===== config.mk =====
export PLATFORM = sky130hd
export DESIGN_NAME = decode_queue_stage
export DESIGN_NICKNAME = d
export VERILOG_FILES = /design/src/rtl/decode_pkg.sv /design/src/rtl/branching.sv /design/src/rtl/decoder.sv /design/src/rtl/instruction_queue.sv /design/src/rtl/decode_queue_stage.sv
export SDC_FILE = /design/constraint.sdc
export NUM_CORES = 1
export LEC_CHECK = 0
export ABC_AREA = 1
export CORE_MARGIN = 3
export CORE_UTILIZATION = 55
export DETAILED_ROUTE_END_ITERATION = 12
export GPL_TIMING_DRIVEN = 0
export PLACE_DENSITY = 0.83
export RECOVER_POWER = 100
export REMOVE_ABC_BUFFERS = 1
export SYNTH_ARGS = -nofsm -noshare
export SYNTH_HDL_FRONTEND = slang
export SYNTH_SLANG_ARGS = --single-unit

===== constraint.sdc =====
create_clock -name clk -period 16.04 [get_ports clk]
set_input_delay 2.406 -clock clk [delete_from_list [all_inputs] [get_ports clk]]
set_output_delay 2.406 -clock clk [all_outputs]
set_load 0.05 [all_outputs]

===== src/rtl/decode_pkg.sv =====
// Shared types for the decode queue stage: decoded bundle, queue entry and RV32 opcodes.
package decode_pkg;
  localparam int ADDR_W = 32;
  localparam int ILEN   = 32;
  localparam int REG_W  = 5;

  localparam logic [6:0] OP_LUI    = 7'b0110111;
  localparam logic [6:0] OP_AUIPC  = 7'b0010111;
  localparam logic [6:0] OP_JAL    = 7'b1101111;
  localparam logic [6:0] OP_JALR   = 7'b1100111;
  localparam logic [6:0] OP_BRANCH = 7'b1100011;
  localparam logic [6:0] OP_LOAD   = 7'b0000011;
  localparam logic [6:0] OP_STORE  = 7'b0100011;
  localparam logic [6:0] OP_IMM    = 7'b0010011;
  localparam logic [6:0] OP_REG    = 7'b0110011;

  typedef struct packed {
    logic              is_alu;
    logic              is_load;
    logic              is_store;
    logic              is_branch;
    logic              is_jump;
    logic              is_jump_register;
    logic              opcode_legal;
    logic [ILEN-1:0]   immediate;
    logic              immediate_valid;
    logic [REG_W-1:0]  write_register;
    logic              writeback;
    logic [2:0]        funct3;
    logic              funct3_valid;
    logic [6:0]        funct7;
    logic              funct7_valid;
    logic [ADDR_W-1:0] pc;
    logic              target_misaligned;
  } decoded_t;

  typedef struct packed {
    logic [ADDR_W-1:0] pc;
    logic              pc_valid;
    logic [ILEN-1:0]   instruction;
    logic              instruction_valid;
  } queue_entry_t;
endpackage


===== src/rtl/branching.sv =====
// Branch condition evaluation from funct3 and the two resolved operands.
module branching #(
  parameter int DATA_WIDTH = 32
) (
  input  logic [2:0]            funct3,
  input  logic [DATA_WIDTH-1:0] operand_1,
  input  logic [DATA_WIDTH-1:0] operand_2,
  output logic                  branch_condition
);
  always_comb begin
    branch_condition = 1'b0;
    case (funct3)
      3'b000:  branch_condition = (operand_1 == operand_2);
      3'b001:  branch_condition = (operand_1 != operand_2);
      3'b100:  branch_condition = ($signed(operand_1) <  $signed(operand_2));
      3'b101:  branch_condition = ($signed(operand_1) >= $signed(operand_2));
      3'b110:  branch_condition = (operand_1 <  operand_2);
      3'b111:  branch_condition = (operand_1 >= operand_2);
      default: branch_condition = 1'b0;
    endcase
  end
endmodule


===== src/rtl/decoder.sv =====
// RV32I opcode classifier: decoded bundle, source indices and which sources are read.
module decoder
  import decode_pkg::*;
(
  input  logic [ILEN-1:0]  instruction,
  input  logic             instruction_valid,
  output decoded_t         decoded,
  output logic [REG_W-1:0] rs1,
  output logic [REG_W-1:0] rs2,
  output logic             uses_rs1,
  output logic             uses_rs2
);
  logic [ILEN-1:0] imm_i, imm_s, imm_b, imm_u, imm_j;

  assign imm_i = {{20{instruction[31]}}, instruction[31:20]};
  assign imm_s = {{20{instruction[31]}}, instruction[31:25], instruction[11:7]};
  assign imm_b = {{19{instruction[31]}}, instruction[31], instruction[7], instruction[30:25], instruction[11:8], 1'b0};
  assign imm_u = {instruction[31:12], 12'b0};
  assign imm_j = {{11{instruction[31]}}, instruction[31], instruction[19:12], instruction[20], instruction[30:21], 1'b0};
  assign rs1   = instruction[19:15];
  assign rs2   = instruction[24:20];

  always_comb begin
    decoded                = '0;
    uses_rs1               = 1'b0;
    uses_rs2               = 1'b0;
    decoded.write_register = instruction[11:7];
    decoded.funct3         = instruction[14:12];
    decoded.funct7         = instruction[31:25];
    if (instruction_valid) begin
      decoded.opcode_legal = 1'b1;
      case (instruction[6:0])
        OP_LUI, OP_AUIPC: begin
          decoded.is_alu = 1'b1; decoded.immediate = imm_u; decoded.immediate_valid = 1'b1;
          decoded.writeback = 1'b1;
        end
        OP_JAL: begin
          decoded.is_jump = 1'b1; decoded.immediate = imm_j; decoded.immediate_valid = 1'b1;
          decoded.writeback = 1'b1;
        end
        OP_JALR: begin
          decoded.is_jump = 1'b1; decoded.is_jump_register = 1'b1; decoded.immediate = imm_i;
          decoded.immediate_valid = 1'b1; decoded.writeback = 1'b1; decoded.funct3_valid = 1'b1;
          uses_rs1 = 1'b1;
        end
        OP_BRANCH: begin
          decoded.is_branch = 1'b1; decoded.immediate = imm_b; decoded.immediate_valid = 1'b1;
          decoded.funct3_valid = 1'b1; uses_rs1 = 1'b1; uses_rs2 = 1'b1;
        end
        OP_LOAD: begin
          decoded.is_load = 1'b1; decoded.immediate = imm_i; decoded.immediate_valid = 1'b1;
          decoded.writeback = 1'b1; decoded.funct3_valid = 1'b1; uses_rs1 = 1'b1;
        end
        OP_STORE: begin
          decoded.is_store = 1'b1; decoded.immediate = imm_s; decoded.immediate_valid = 1'b1;
          decoded.funct3_valid = 1'b1; uses_rs1 = 1'b1; uses_rs2 = 1'b1;
        end
        OP_IMM: begin
          decoded.is_alu = 1'b1; decoded.immediate = imm_i; decoded.immediate_valid = 1'b1;
          decoded.writeback = 1'b1; decoded.funct3_valid = 1'b1; uses_rs1 = 1'b1;
        end
        OP_REG: begin
          decoded.is_alu = 1'b1; decoded.writeback = 1'b1; decoded.funct3_valid = 1'b1;
          decoded.funct7_valid = 1'b1; uses_rs1 = 1'b1; uses_rs2 = 1'b1;
        end
        default: decoded.opcode_legal = 1'b0;
      endcase
    end
  end
endmodule


===== src/rtl/instruction_queue.sv =====
// Power-of-two FIFO of fetch entries; clear wins over push and pop.
module instruction_queue
  import decode_pkg::*;
#(
  parameter int DEPTH = 4
) (
  input  logic                     clk,
  input  logic                     rst_n,
  input  logic                     push,
  input  logic                     pop,
  input  logic                     clear,
  input  queue_entry_t             entry_in,
  output queue_entry_t             head,
  output logic [$clog2(DEPTH):0]   count
);
  localparam int PTR_W = $clog2(DEPTH);
  localparam int CNT_W = PTR_W + 1;

  queue_entry_t     mem [DEPTH];
  logic [PTR_W-1:0] wr_ptr;
  logic [PTR_W-1:0] rd_ptr;

  always_ff @(posedge clk) begin
    if (!rst_n || clear) begin
      wr_ptr <= '0;
      rd_ptr <= '0;
      count  <= '0;
    end else begin
      if (push) wr_ptr <= wr_ptr + PTR_W'(1);
      if (pop)  rd_ptr <= rd_ptr + PTR_W'(1);
      count <= count + CNT_W'(push) - CNT_W'(pop);
    end
  end

  always_ff @(posedge clk) begin
    if (push && !clear) mem[wr_ptr] <= entry_in;
  end

  assign head = mem[rd_ptr];
endmodule


===== src/rtl/decode_queue_stage.sv =====
// Decode stage: fetch queue, head decode with operand bypass, registered output slot and redirect pulse.
module decode_queue_stage
  import decode_pkg::*;
#(
  parameter int ADDR_WIDTH        = 32,
  parameter int DATA_WIDTH        = 32,
  parameter int INSTRUCTION_WIDTH = 32,
  parameter int NUM_REGISTERS     = 32,
  parameter int QUEUE_DEPTH       = 4,
  parameter int NUM_BYPASS        = 2
) (
  input  logic                                           clk,
  input  logic                                           rst_n,
  input  logic                                           prev_done,
  output logic                                           stall_prev,
  input  logic                                           next_stall,
  output logic                                           done_next,
  input  logic [ADDR_WIDTH-1:0]                          program_count_in,
  input  logic                                           program_count_valid_in,
  input  logic [INSTRUCTION_WIDTH-1:0]                   instruction_data_in,
  input  logic                                           instruction_data_valid_in,
  output logic [$clog2(NUM_REGISTERS)-1:0]               register_read_1,
  output logic [$clog2(NUM_REGISTERS)-1:0]               register_read_2,
  input  logic [DATA_WIDTH-1:0]                          register_read_1_data,
  input  logic [DATA_WIDTH-1:0]                          register_read_2_data,
  input  logic                                           register_read_1_contended,
  input  logic                                           register_read_2_contended,
  input  logic [NUM_BYPASS-1:0]                          bypass_valid,
  input  logic [NUM_BYPASS-1:0][$clog2(NUM_REGISTERS)-1:0] bypass_register,
  input  logic [NUM_BYPASS-1:0][DATA_WIDTH-1:0]          bypass_data,
  input  logic                                           flush_in,
  output logic                                           redirect_valid,
  output logic [ADDR_WIDTH-1:0]                          redirect_target,
  output decoded_t                                       decoded_out,
  output logic [DATA_WIDTH-1:0]                          register_1_data_out,
  output logic [DATA_WIDTH-1:0]                          register_2_data_out,
  output logic [$clog2(QUEUE_DEPTH):0]                   queue_count
);
  localparam int IDX_W = $clog2(NUM_REGISTERS);
  localparam int CNT_W = $clog2(QUEUE_DEPTH) + 1;

  queue_entry_t          head, entry_in;
  decoded_t              head_dec;
  logic [REG_W-1:0]      rs1, rs2;
  logic                  uses_rs1, uses_rs2, branch_condition;
  logic [DATA_WIDTH:0]   res1, res2;
  logic                  head_ready, load, take_flow, clear_q, out_valid;
  logic [ADDR_WIDTH-1:0] next_target;

  // Returns {stall, data}: x0 is zero, lowest-index bypass wins, then an uncontended register file.
  function automatic logic [DATA_WIDTH:0] resolve_operand(
    input logic [IDX_W-1:0]                      idx,
    input logic [DATA_WIDTH-1:0]                 rf_data,
    input logic                                  contended,
    input logic [NUM_BYPASS-1:0]                 bv,
    input logic [NUM_BYPASS-1:0][IDX_W-1:0]      br,
    input logic [NUM_BYPASS-1:0][DATA_WIDTH-1:0] bd
  );
    logic [DATA_WIDTH-1:0] value;
    logic                  hit;
    value = rf_data;
    hit   = 1'b0;
    for (int i = NUM_BYPASS - 1; i >= 0; i--) begin
      if (bv[i] && br[i] == idx) begin
        value = bd[i];
        hit   = 1'b1;
      end
    end
    if (idx == '0) return {1'b0, {DATA_WIDTH{1'b0}}};
    return {!hit && contended, value};
  endfunction

  // Handshake: an entry moves on a cycle where the producer offers it (prev_done / done_next)
  // and the consumer does not refuse it (stall_prev / next_stall) at the same clock edge.
  assign entry_in   = '{pc: program_count_in, pc_valid: program_count_valid_in,
                        instruction: instruction_data_in, instruction_valid: instruction_data_valid_in};
  assign stall_prev = !rst_n || (queue_count == CNT_W'(QUEUE_DEPTH)) || redirect_valid;
  assign done_next  = out_valid;

  instruction_queue #(.DEPTH(QUEUE_DEPTH)) u_queue (
    .clk      (clk),
    .rst_n    (rst_n),
    .push     (prev_done && !stall_prev),
    .pop      (load),
    .clear    (clear_q),
    .entry_in (entry_in),
    .head     (head),
    .count    (queue_count)
  );

  decoder u_decoder (
    .instruction       (head.instruction),
    .instruction_valid (head.instruction_valid && head.pc_valid),
    .decoded           (head_dec),
    .rs1               (rs1),
    .rs2               (rs2),
    .uses_rs1          (uses_rs1),
    .uses_rs2          (uses_rs2)
  );

  branching #(.DATA_WIDTH(DATA_WIDTH)) u_branching (
    .funct3           (head_dec.funct3),
    .operand_1        (res1[DATA_WIDTH-1:0]),
    .operand_2        (res2[DATA_WIDTH-1:0]),
    .branch_condition (branch_condition)
  );

  assign register_read_1 = rs1;
  assign register_read_2 = rs2;
  assign res1 = resolve_operand(register_read_1, register_read_1_data, register_read_1_contended,
                                bypass_valid, bypass_register, bypass_data);
  assign res2 = resolve_operand(register_read_2, register_read_2_data, register_read_2_contended,
                                bypass_valid, bypass_register, bypass_data);

  assign head_ready  = (queue_count != '0) &&
                       !((uses_rs1 && res1[DATA_WIDTH]) || (uses_rs2 && res2[DATA_WIDTH]));
  assign load        = head_ready && (!out_valid || !next_stall);
  assign take_flow   = head_dec.is_jump || (head_dec.is_branch && branch_condition);
  assign clear_q     = flush_in || (load && take_flow);
  assign next_target = head_dec.is_jump_register
                     ? ((res1[ADDR_WIDTH-1:0] + head_dec.immediate[ADDR_WIDTH-1:0]) & ~ADDR_WIDTH'(1))
                     : (head.pc + head_dec.immediate[ADDR_WIDTH-1:0]);

  always_ff @(posedge clk) begin
    if (!rst_n) begin
      out_valid      <= 1'b0;
      redirect_valid <= 1'b0;
    end else begin
      redirect_valid <= 1'b0;
      if (flush_in) begin
        out_valid <= 1'b0;
      end else if (load) begin
        out_valid      <= 1'b1;
        redirect_valid <= take_flow;
      end else if (!next_stall) begin
        out_valid <= 1'b0;
      end
    end
  end

  always_ff @(posedge clk) begin
    if (load) begin
      decoded_out                   <= head_dec;
      decoded_out.pc                <= head.pc;
      decoded_out.target_misaligned <= take_flow && (next_target[1:0] != 2'b00);
      register_1_data_out           <= res1[DATA_WIDTH-1:0];
      register_2_data_out           <= res2[DATA_WIDTH-1:0];
      redirect_target               <= next_target;
    end
  end
endmodule


==> results of run 1 <==
-- stage by stage --
step / setup TNS, ps / hold slack [ps]
2_1_floorplan: 0 / 493
3_3_place_gp: -1004720 / 469
3_5_place_dp: 0 / 484
4_1_cts: 0 / 493
5_1_grt: 0 / 516
6_report: 0 / 486
-- power by group --
group | internal, mW | total [mW] | switching (mW)
Combinational | 0.619 | 2.46 | 1.84
Clock | 0.696 | 1.17 | 0.477
Sequential | 1.80 | 1.92 | 0.119
Total | 3.12 | 5.55 | 2.44
-- worst min-delay path, stage by stage (launching register included) --
cell and delay (ps):
sky130_fd_sc_hd__dfxtp_1 310, sky130_fd_sc_hd__nand2_1 70, sky130_fd_sc_hd__a21oi_1 70
-- final timing paths --
check / endpoint / slack, ps / cells after the start
setup / recovery: u_queue.mem[2][57]$_DFFE_PP_ / 4010 / 15
hold / removal: done_next$_SDFFE_PP0P_ / 490 / 2
setup reg to reg: u_queue.mem[2][57]$_DFFE_PP_ / 4010 / 15
hold reg to reg: done_next$_SDFFE_PP0P_ / 490 / 2
-- kinds of logic (layout without fill, tap and decap cells) --
group / after synthesis / count (layout)
compound gates: 565 / 565
xor+xnor: 36 / 36
fa+ha+maj: 100 / 100
buf+inv: 371 / 796
flops: 462 / 462
other cells: 0 / 6
simple gates: 787 / 787
-- flip-flops by register name, summed over array words and instances, names as in the netlist, named ones only --
register             cells
u_queue.mem            264
decoded_out             91
u_queue.count            3
register_1_data_out     32
register_2_data_out     32
u_queue.rd_ptr           2
done_next                1
u_queue.wr_ptr           2
redirect_target         32
redirect_valid           1
-- metal layers --
| metal | up-vias | track usage, % | wire (µm) |
|---|---|---|---|
| met5 | - | 0 | 21 |
| met4 | 4 | 13.4 | 3400 |
| met3 | 201 | 5.94 | 6730 |
| met2 | 1089 | 53.5 | 35300 |
| met1 | 9115 | 41.5 | 27900 |
| li1 | 8850 | - | - |
-- layout make-up --
cell class              instances  area (µm²)  area share [%]
diodes                          6        15.0          0.0508
clock buffers                  51        1200            4.06
clock inverters                36         473            1.60
inverters                     278        1050            3.56
multi-input cells            1488        7900            26.7
flip-flops and latches        462       13800            46.6
well taps                     532         666            2.25
repair buffers                431        4490            15.2
-- cells in the mapped netlist, types with 11 or more instances --
| cell type | instances | area [µm²] |
|---|---|---|
| sky130_fd_sc_hd__clkbuf_1 | 68 | 255 |
| sky130_fd_sc_hd__ha_1 | 97 | 1210 |
| sky130_fd_sc_hd__nor3_1 | 13 | 65.1 |
| sky130_fd_sc_hd__nor2_1 | 204 | 766 |
| sky130_fd_sc_hd__xnor2_1 | 14 | 123 |
| sky130_fd_sc_hd__nand4_1 | 12 | 75.1 |
| sky130_fd_sc_hd__edfxtp_1 | 451 | 13500 |
| sky130_fd_sc_hd__inv_1 | 263 | 987 |
| sky130_fd_sc_hd__buf_4 | 15 | 113 |
| sky130_fd_sc_hd__nand2_1 | 430 | 1610 |
| sky130_fd_sc_hd__a31oi_1 | 20 | 125 |
| sky130_fd_sc_hd__nand3_1 | 94 | 470 |
| sky130_fd_sc_hd__o21ai_0 | 274 | 1370 |
| sky130_fd_sc_hd__inv_2 | 12 | 45.0 |
| sky130_fd_sc_hd__a21oi_1 | 171 | 856 |
| sky130_fd_sc_hd__dfxtp_1 | 11 | 220 |
| sky130_fd_sc_hd__xor2_1 | 22 | 193 |
| sky130_fd_sc_hd__o22ai_1 | 46 | 288 |
==> impl_results.md, run 1 <==
- Maximum number of pins on one net before global-route repair: 101
- Path category of the worst min-delay check: register to register
- H-tree Lvls: 2
- Via count of the first global-routing pass: 18,500
- Max-cap check violation count: 4
- Post-synthesis xor/xnor area fraction: 1.36%
- RePlAce Congestion: 0.923
- Total power density per cell area: 188 mW/mm²
- Die Span X: 211 µm
- DP Wirelength: 53.3 mm
- Transition time at the pin with the least slew margin: 4650 ps
- Setup repair after global routing missed its margin: false
- Kind of critical path: register to register
- Floorplan core area: 0.0412 mm²
- Placed Area: 0.0279 mm²
- Total power of the final layout: 5.55 mW
- Final Core Density: 71.8%
- Fraction of synthesis flops using an asynchronous set or reset pin: 0%
- Failing checks: capacitance limit, slew limit
- Final clock skew: 22.7 ps
- Clock latency of the later-clocked register in the worst-skew pair: 590 ps
- Warnings, synthesis: 0
- Max-slew violations: 260
- Data arrival time of the critical path: 12,310 ps
- Cell total after placement: 3,191
- Number of input and output port buffers inserted: 415
- Worst IR drop on VDD: 0.185 mV
- Post-synthesis cell area: 0.0231 mm²
- Cell with the most instances on the worst path: sky130_fd_sc_hd__nand3_1
- Io pins: 416
- Number of synthesized register bits: 462
- Via-per-instance ratio: 5.86
- Count of TritonRoute iterations in the first routing pass: 6
- Cell at the slowest stage of the critical path: sky130_fd_sc_hd__clkinvlp_2
- Routed wire length per instance: 22.3 µm
- Starting DRC count in detailed routing: 2,216
- Area of all placed cells without fillers: 0.0296 mm²
- Number of nets still failing antenna checks after routing: 0
- Non-filler instance count after layout: 3,284
- Number of enable flip-flop cells after synthesis: 451
- CP Cell Sequence: inv_4, nand3_1, nand3_1, nand2_1, nor2_1, nand3_1, nand3_1, nand4_1, clkinvlp_2, buf_16, nand2_2, nand2_1, nor2_4, buf_12, buf_12
- TritonCTS Buffers: 47
- Die outline height: 211 µm
- Most common library cell in the layout ignoring fill and taps: sky130_fd_sc_hd__edfxtp_1
- Critical path buffer and inverter count: 5
- Adder-cell area share of the yosys netlist: 5.51%
- Leading cell types in the layout, fill and taps excluded: sky130_fd_sc_hd__edfxtp_1, sky130_fd_sc_hd__nand2_1, sky130_fd_sc_hd__o21ai_0
- FP Rows: 74
- Number of buffers inserted by hold repair at cts: 0
- Max FO, Critical Path: 100
- Final Hold Violating Endpoints: 0
- Post-CTS Setup Repair Bufs: 0
- Synthesized area per cell: 9.96 µm²
- Minimum clock period: 12,030 ps
- Leakage component of the power: 12.0 nW
- Post-synthesis share of cell area spent on and, or, nand and nor gates: 14.0%
- Full die area: 0.0445 mm²
- Via Count: 19,300
- Main combinational cell family by area after synthesis: simple AND/OR/NAND/NOR gates
- Number of nets in the final layout: 3,021
- Peak Freq: 83.1 MHz
- Min-Delay Startpoint: done_next$_SDFFE_PP0P_
- Run status: finished with violations
- Worst path top cell family by delay: buffers and inverters
- Gate count of the mapped netlist: 2,321
- Routed Wire Length: 73.3 mm
- Kind of launch point of the worst setup path: register
- Endpoint required time on the critical path: 16,330 ps
- Reg clk slew, reported paths: 70 ps
- # resized after CTS: 0
- Seq/Total Area, Yosys: 59.5%
- Overall track demand over capacity in global routing: 32.0%
- Area growth from synthesis to layout: 27.9%
- Final setup margin: 4010 ps
- Category of the worst setup path capture point: register
- Multiplexer fraction of the synthesized cell area: 0%
- Post-synth top flop: sky130_fd_sc_hd__edfxtp_1
- TritonCTS clock tree: done
- Share of post-route cells with drive strength above 1: 4.70%
- Filler instances: 2,820
- Worst setup slack after placement: 6420 ps
- First-pass GRT wire length: 108 mm
- Number of distinct library cell variants in the gate-level netlist after synthesis: 56
- Number of clock sinks: 462
- Residual overflow from global routing: 0
- Final critical-path share of the clock period: 75.0%
- Clock buffer depth: 3
- Max stage delay on crit path: 3470 ps
- Compound-gate portion of the synthesized area: 13.3%
- Initial core utilization: 56.1%
- Count of unresolved DRC violations after routing: 0
- CTS Root Buffer Type: sky130_fd_sc_hd__clkbuf_16
- Antenna violations before repair: 6
- # setup viols final: 0
- Max_slew headroom: -212%
(Power assumes the default switching activity.)
==> run 2, diff against run 1 <==
--- a/config.mk
+++ b/config.mk
@@ -7,10 +7,10 @@
 export LEC_CHECK = 0
 export ABC_AREA = 1
 export CORE_MARGIN = 3
-export CORE_UTILIZATION = 55
+export CORE_UTILIZATION = 48
 export DETAILED_ROUTE_END_ITERATION = 12
 export GPL_TIMING_DRIVEN = 0
-export PLACE_DENSITY = 0.83
+export PLACE_DENSITY = 0.77
 export RECOVER_POWER = 100
 export REMOVE_ABC_BUFFERS = 1
 export SYNTH_ARGS = -nofsm -noshare
==> constraint.sdc (replaced) <==
create_clock -name clk -period 10.95 [get_ports clk]
set_input_delay 1.6425 -clock clk [delete_from_list [all_inputs] [get_ports clk]]
set_output_delay 1.6425 -clock clk [all_outputs]
set_load 0.05 [all_outputs]
==> run 2 against run 1 <==
  * Power rose by 44%
  * Critical path depth is 13 higher
  * Register-to-register slack got worse by 2400 ps
  * Cell count up 2.2%
  * The flow still finishes with violations (capacitance limit, slew limit)
  * Via count down 1.2%
  * Core utilization decreased by 9.0 points
  * Sequential power increased by 45%
  * Highest routed layer unchanged
  * Non-clock buffer count fell by 1
  * Clock skew up 29 ps
==> impl_results.md, run 2 (same netlist as run 1, synthesis figures left out) <==
- Run status: finished with violations
- Failing checks: capacitance limit, slew limit
- Worst IR drop on VDD: 0.255 mV (+38%)
- Starting DRC count in detailed routing: 1,624 (-27%)
- Part of the total power dissipated in the clock network: 20.4% (-0.7 points)
- Data arrival time of the critical path: 9600 ps (-2710 ps)
- Path category of the worst min-delay check: register to register
- Flip-flop count of the largest register, all copies and words added: 264 (unchanged)
- Max FO, Critical Path: 64 (-36%)
- Cell Int Power: 4.43 mW (+42%)
- Area growth from synthesis to layout: 27.8% (about the same)
- Clock latency of the later-clocked register in the worst-skew pair: 610 ps (+20 ps)
- Peak Freq: 107 MHz (+29%)
- Hold WS: 488 ps (+1.61 ps)
- Category of the worst setup path capture point: register
- GR Util met2: 47.7% (-5.8 points)
- Most flop-heavy register: u_queue.mem
- Count of unresolved DRC violations after routing: 0 (unchanged)
- Via count of the first global-routing pass: 18,500 (-0.32%)
- Overall track demand over capacity in global routing: 28.4% (-3.6 points)
- Number of buffers inserted by hold repair at cts: 0 (unchanged)
- # resized after CTS: 0 (unchanged)
- Die outline height: 225 µm (+6.8%)
- Total power of the final layout: 8.00 mW (+44%)
- Full die area: 0.0508 mm² (+14%)
- DP Wirelength: 54.5 mm (+2.2%)
- FP Rows: 79 (+6.8%)
- Kind of critical path: register to register
- Largest registers: u_queue.mem x264, decoded_out x91
- # setup viols final: 0 (unchanged)
- Number of nets in the final layout: 3,020 (-0.033%)
- Routed wire length per instance: 22.0 µm (-1.4%)
- Final clock skew: 51.5 ps (+28.8 ps)
- Proportion of power drawn by combinational gates: 44.8% (+0.5 points)
- Max-slew violations: 171 (-34%)
- Switching share of power: 44.6% (+0.72 points)
- Endpoint required time on the critical path: 11,220 ps (-5110 ps)
- TritonCTS Buffers: 47 (unchanged)
- Global routing usage on met1: 37.1% (-4.4 points)
- Flop pwr share: 34.9% (+0.3 points)
- First-pass GRT wire length: 109 mm (+1.0%)
- Minimum clock period: 9330 ps (-2700 ps)
- Io pins: 416 (unchanged)
- RePlAce Congestion: 0.913 (-1.1%)
- Cell at the slowest stage of the critical path: sky130_fd_sc_hd__nand3_1
- Most common library cell in the layout ignoring fill and taps: sky130_fd_sc_hd__edfxtp_1
- Reg clk slew, reported paths: 70 ps (about the same)
- Summed negative setup slack over all endpoints: 0 ps (unchanged)
- Routed Wire Length: 73.9 mm (+0.80%)
- Share of post-route cells with drive strength above 1: 4.59% (-0.11 points)
- Max_slew headroom: -90.8% (+120 points)
- Max stage delay on crit path: 1500 ps (-1970 ps)
- Count of TritonRoute iterations in the first routing pass: 6 (unchanged)
- Met3 track utilization from global routing: 5.08% (-0.86 points)
- Transition time at the pin with the least slew margin: 2860 ps (-1790 ps)
- Floorplan core area: 0.0471 mm² (+14%)
- Grt peak-use layer: met2
- Final Core Density: 62.8% (-9.0 points)
- Net load switching power: 3.57 mW (+46%)
- Antenna violations before repair: 7 (+1)
- Via-per-instance ratio: 5.67 (-3.3%)
- Initial core utilization: 49.1% (-7.0 points)
- H-tree Lvls: 2 (unchanged)
- Die Span X: 225 µm (+6.8%)
- Final Hold Violating Endpoints: 0 (unchanged)
- Cell with the most instances on the worst path: sky130_fd_sc_hd__nand2_1
- Clock buffer depth: 3 (unchanged)
- Kind of launch point of the worst setup path: register
- Number of nets still failing antenna checks after routing: 0 (unchanged)
- Leakage component of the power: 12.0 nW (-0.53%)
- Post-CTS Setup Repair Bufs: 0 (unchanged)
- Residual overflow from global routing: 0 (unchanged)
- Via Count: 19,000 (-1.2%)
- Setup repair after global routing missed its margin: false
- CTS Root Buffer Type: sky130_fd_sc_hd__clkbuf_16
- Number of clock sinks: 462 (unchanged)
- Number of input and output port buffers inserted: 415 (unchanged)
- Max-cap check violation count: 2 (-2)
- Maximum number of pins on one net before global-route repair: 106 (+5.0%)
- Final critical-path share of the clock period: 85.2% (+10 points)
- TritonCTS clock tree: done
- Total power density per cell area: 271 mW/mm² (+44%)
- Leading cell types in the layout, fill and taps excluded: sky130_fd_sc_hd__edfxtp_1, sky130_fd_sc_hd__nand2_1, sky130_fd_sc_hd__o21ai_0
[run 2: cell types whose count changed in the layout (fill, tap and decap cells not counted), moves of 2 or more]
cell / previous run / this run
sky130_fd_sc_hd__buf_12: 10 / 6
sky130_fd_sc_hd__bufinv_16: 9 / 5
sky130_fd_sc_hd__clkbuf_1: 3 / 10
sky130_fd_sc_hd__clkinv_1: 7 / 5
sky130_fd_sc_hd__clkinv_2: 12 / 9
sky130_fd_sc_hd__clkinvlp_4: 3 / 7
sky130_fd_sc_hd__diode_2: 6 / 3
sky130_fd_sc_hd__inv_6: 3 / 0
[run 2: path summary, 6_finish.rpt]
check	end	start	slack (ps)	depth (start not counted)
min reg2reg	done_next$_SDFFE_PP0P_	done_next$_SDFFE_PP0P_	490	2
max	u_queue.mem[1][45]$_DFFE_PP_	register	1620	28
min	done_next$_SDFFE_PP0P_	done_next$_SDFFE_PP0P_	490	2
max reg2reg	u_queue.mem[1][45]$_DFFE_PP_	register	1620	28
[run 2: metrics by stage]
stage                     setup slack, ps  cells  instance area, µm²
final                                1620   3356               29500
after floorplan                      -946   2228               22700
after global placement              -9280   3250               27600
after global routing                  963   3354               29500
after CTS                            2670   3353               29600
after detailed placement             2260   3265               28000
[run 2: layout make-up]
type	count	area (µm²)
inverters	278	1060
repair buffers	430	4460
diodes	3	7.51
clock inverters	29	335
clock buffers	59	1250
fillers	3711	17500
well taps	607	759
flip-flops and latches	462	13800
multi-input cells	1488	7900
[run 2: power by group through the flow]
| stage | Combinational [mW] | Clock (mW) | Sequential (mW) |
|---|---|---|---|
| floorplan | 1.01 | 0 | 4.19 |
| global placement | 3.59 | 0 | 2.95 |
| CTS | 3.76 | 1.65 | 2.78 |
| global route | 3.78 | 1.73 | 2.83 |
| detailed placement | 3.74 | 0 | 2.81 |
| finish | 3.58 | 1.63 | 2.79 |
[run 2: layer usage]
layer / share of wire (%) / vias up / wire length [µm]
li1: - / 8872 / -
met1: 40 / 9069 / 29300
met2: 49 / 912 / 35900
met3: 8.1 / 171 / 5960
met4: 3.7 / 8 / 2730
met5: 0.068 / - / 50
[run 2: worst max-delay path: cells and delay by family (launching register included)]
kind | cells | cell delay [ps]
simple gates | 17 | 4350
flops | 1 | 570
buf+inv | 3 | 1120
compound gates | 7 | 2490
fa+ha+maj | 1 | 290
==> run 3, diff against run 2 <==
--- a/config.mk
+++ b/config.mk
@@ -6,6 +6,7 @@
 export NUM_CORES = 1
 export LEC_CHECK = 0
 export ABC_AREA = 1
+export ABC_CLOCK_PERIOD_IN_PS = 10950
 export CORE_MARGIN = 3
 export CORE_UTILIZATION = 48
 export DETAILED_ROUTE_END_ITERATION = 12
==> results of run 3 <==
The final DEF is identical to that of run 2; final timing and power are the same.
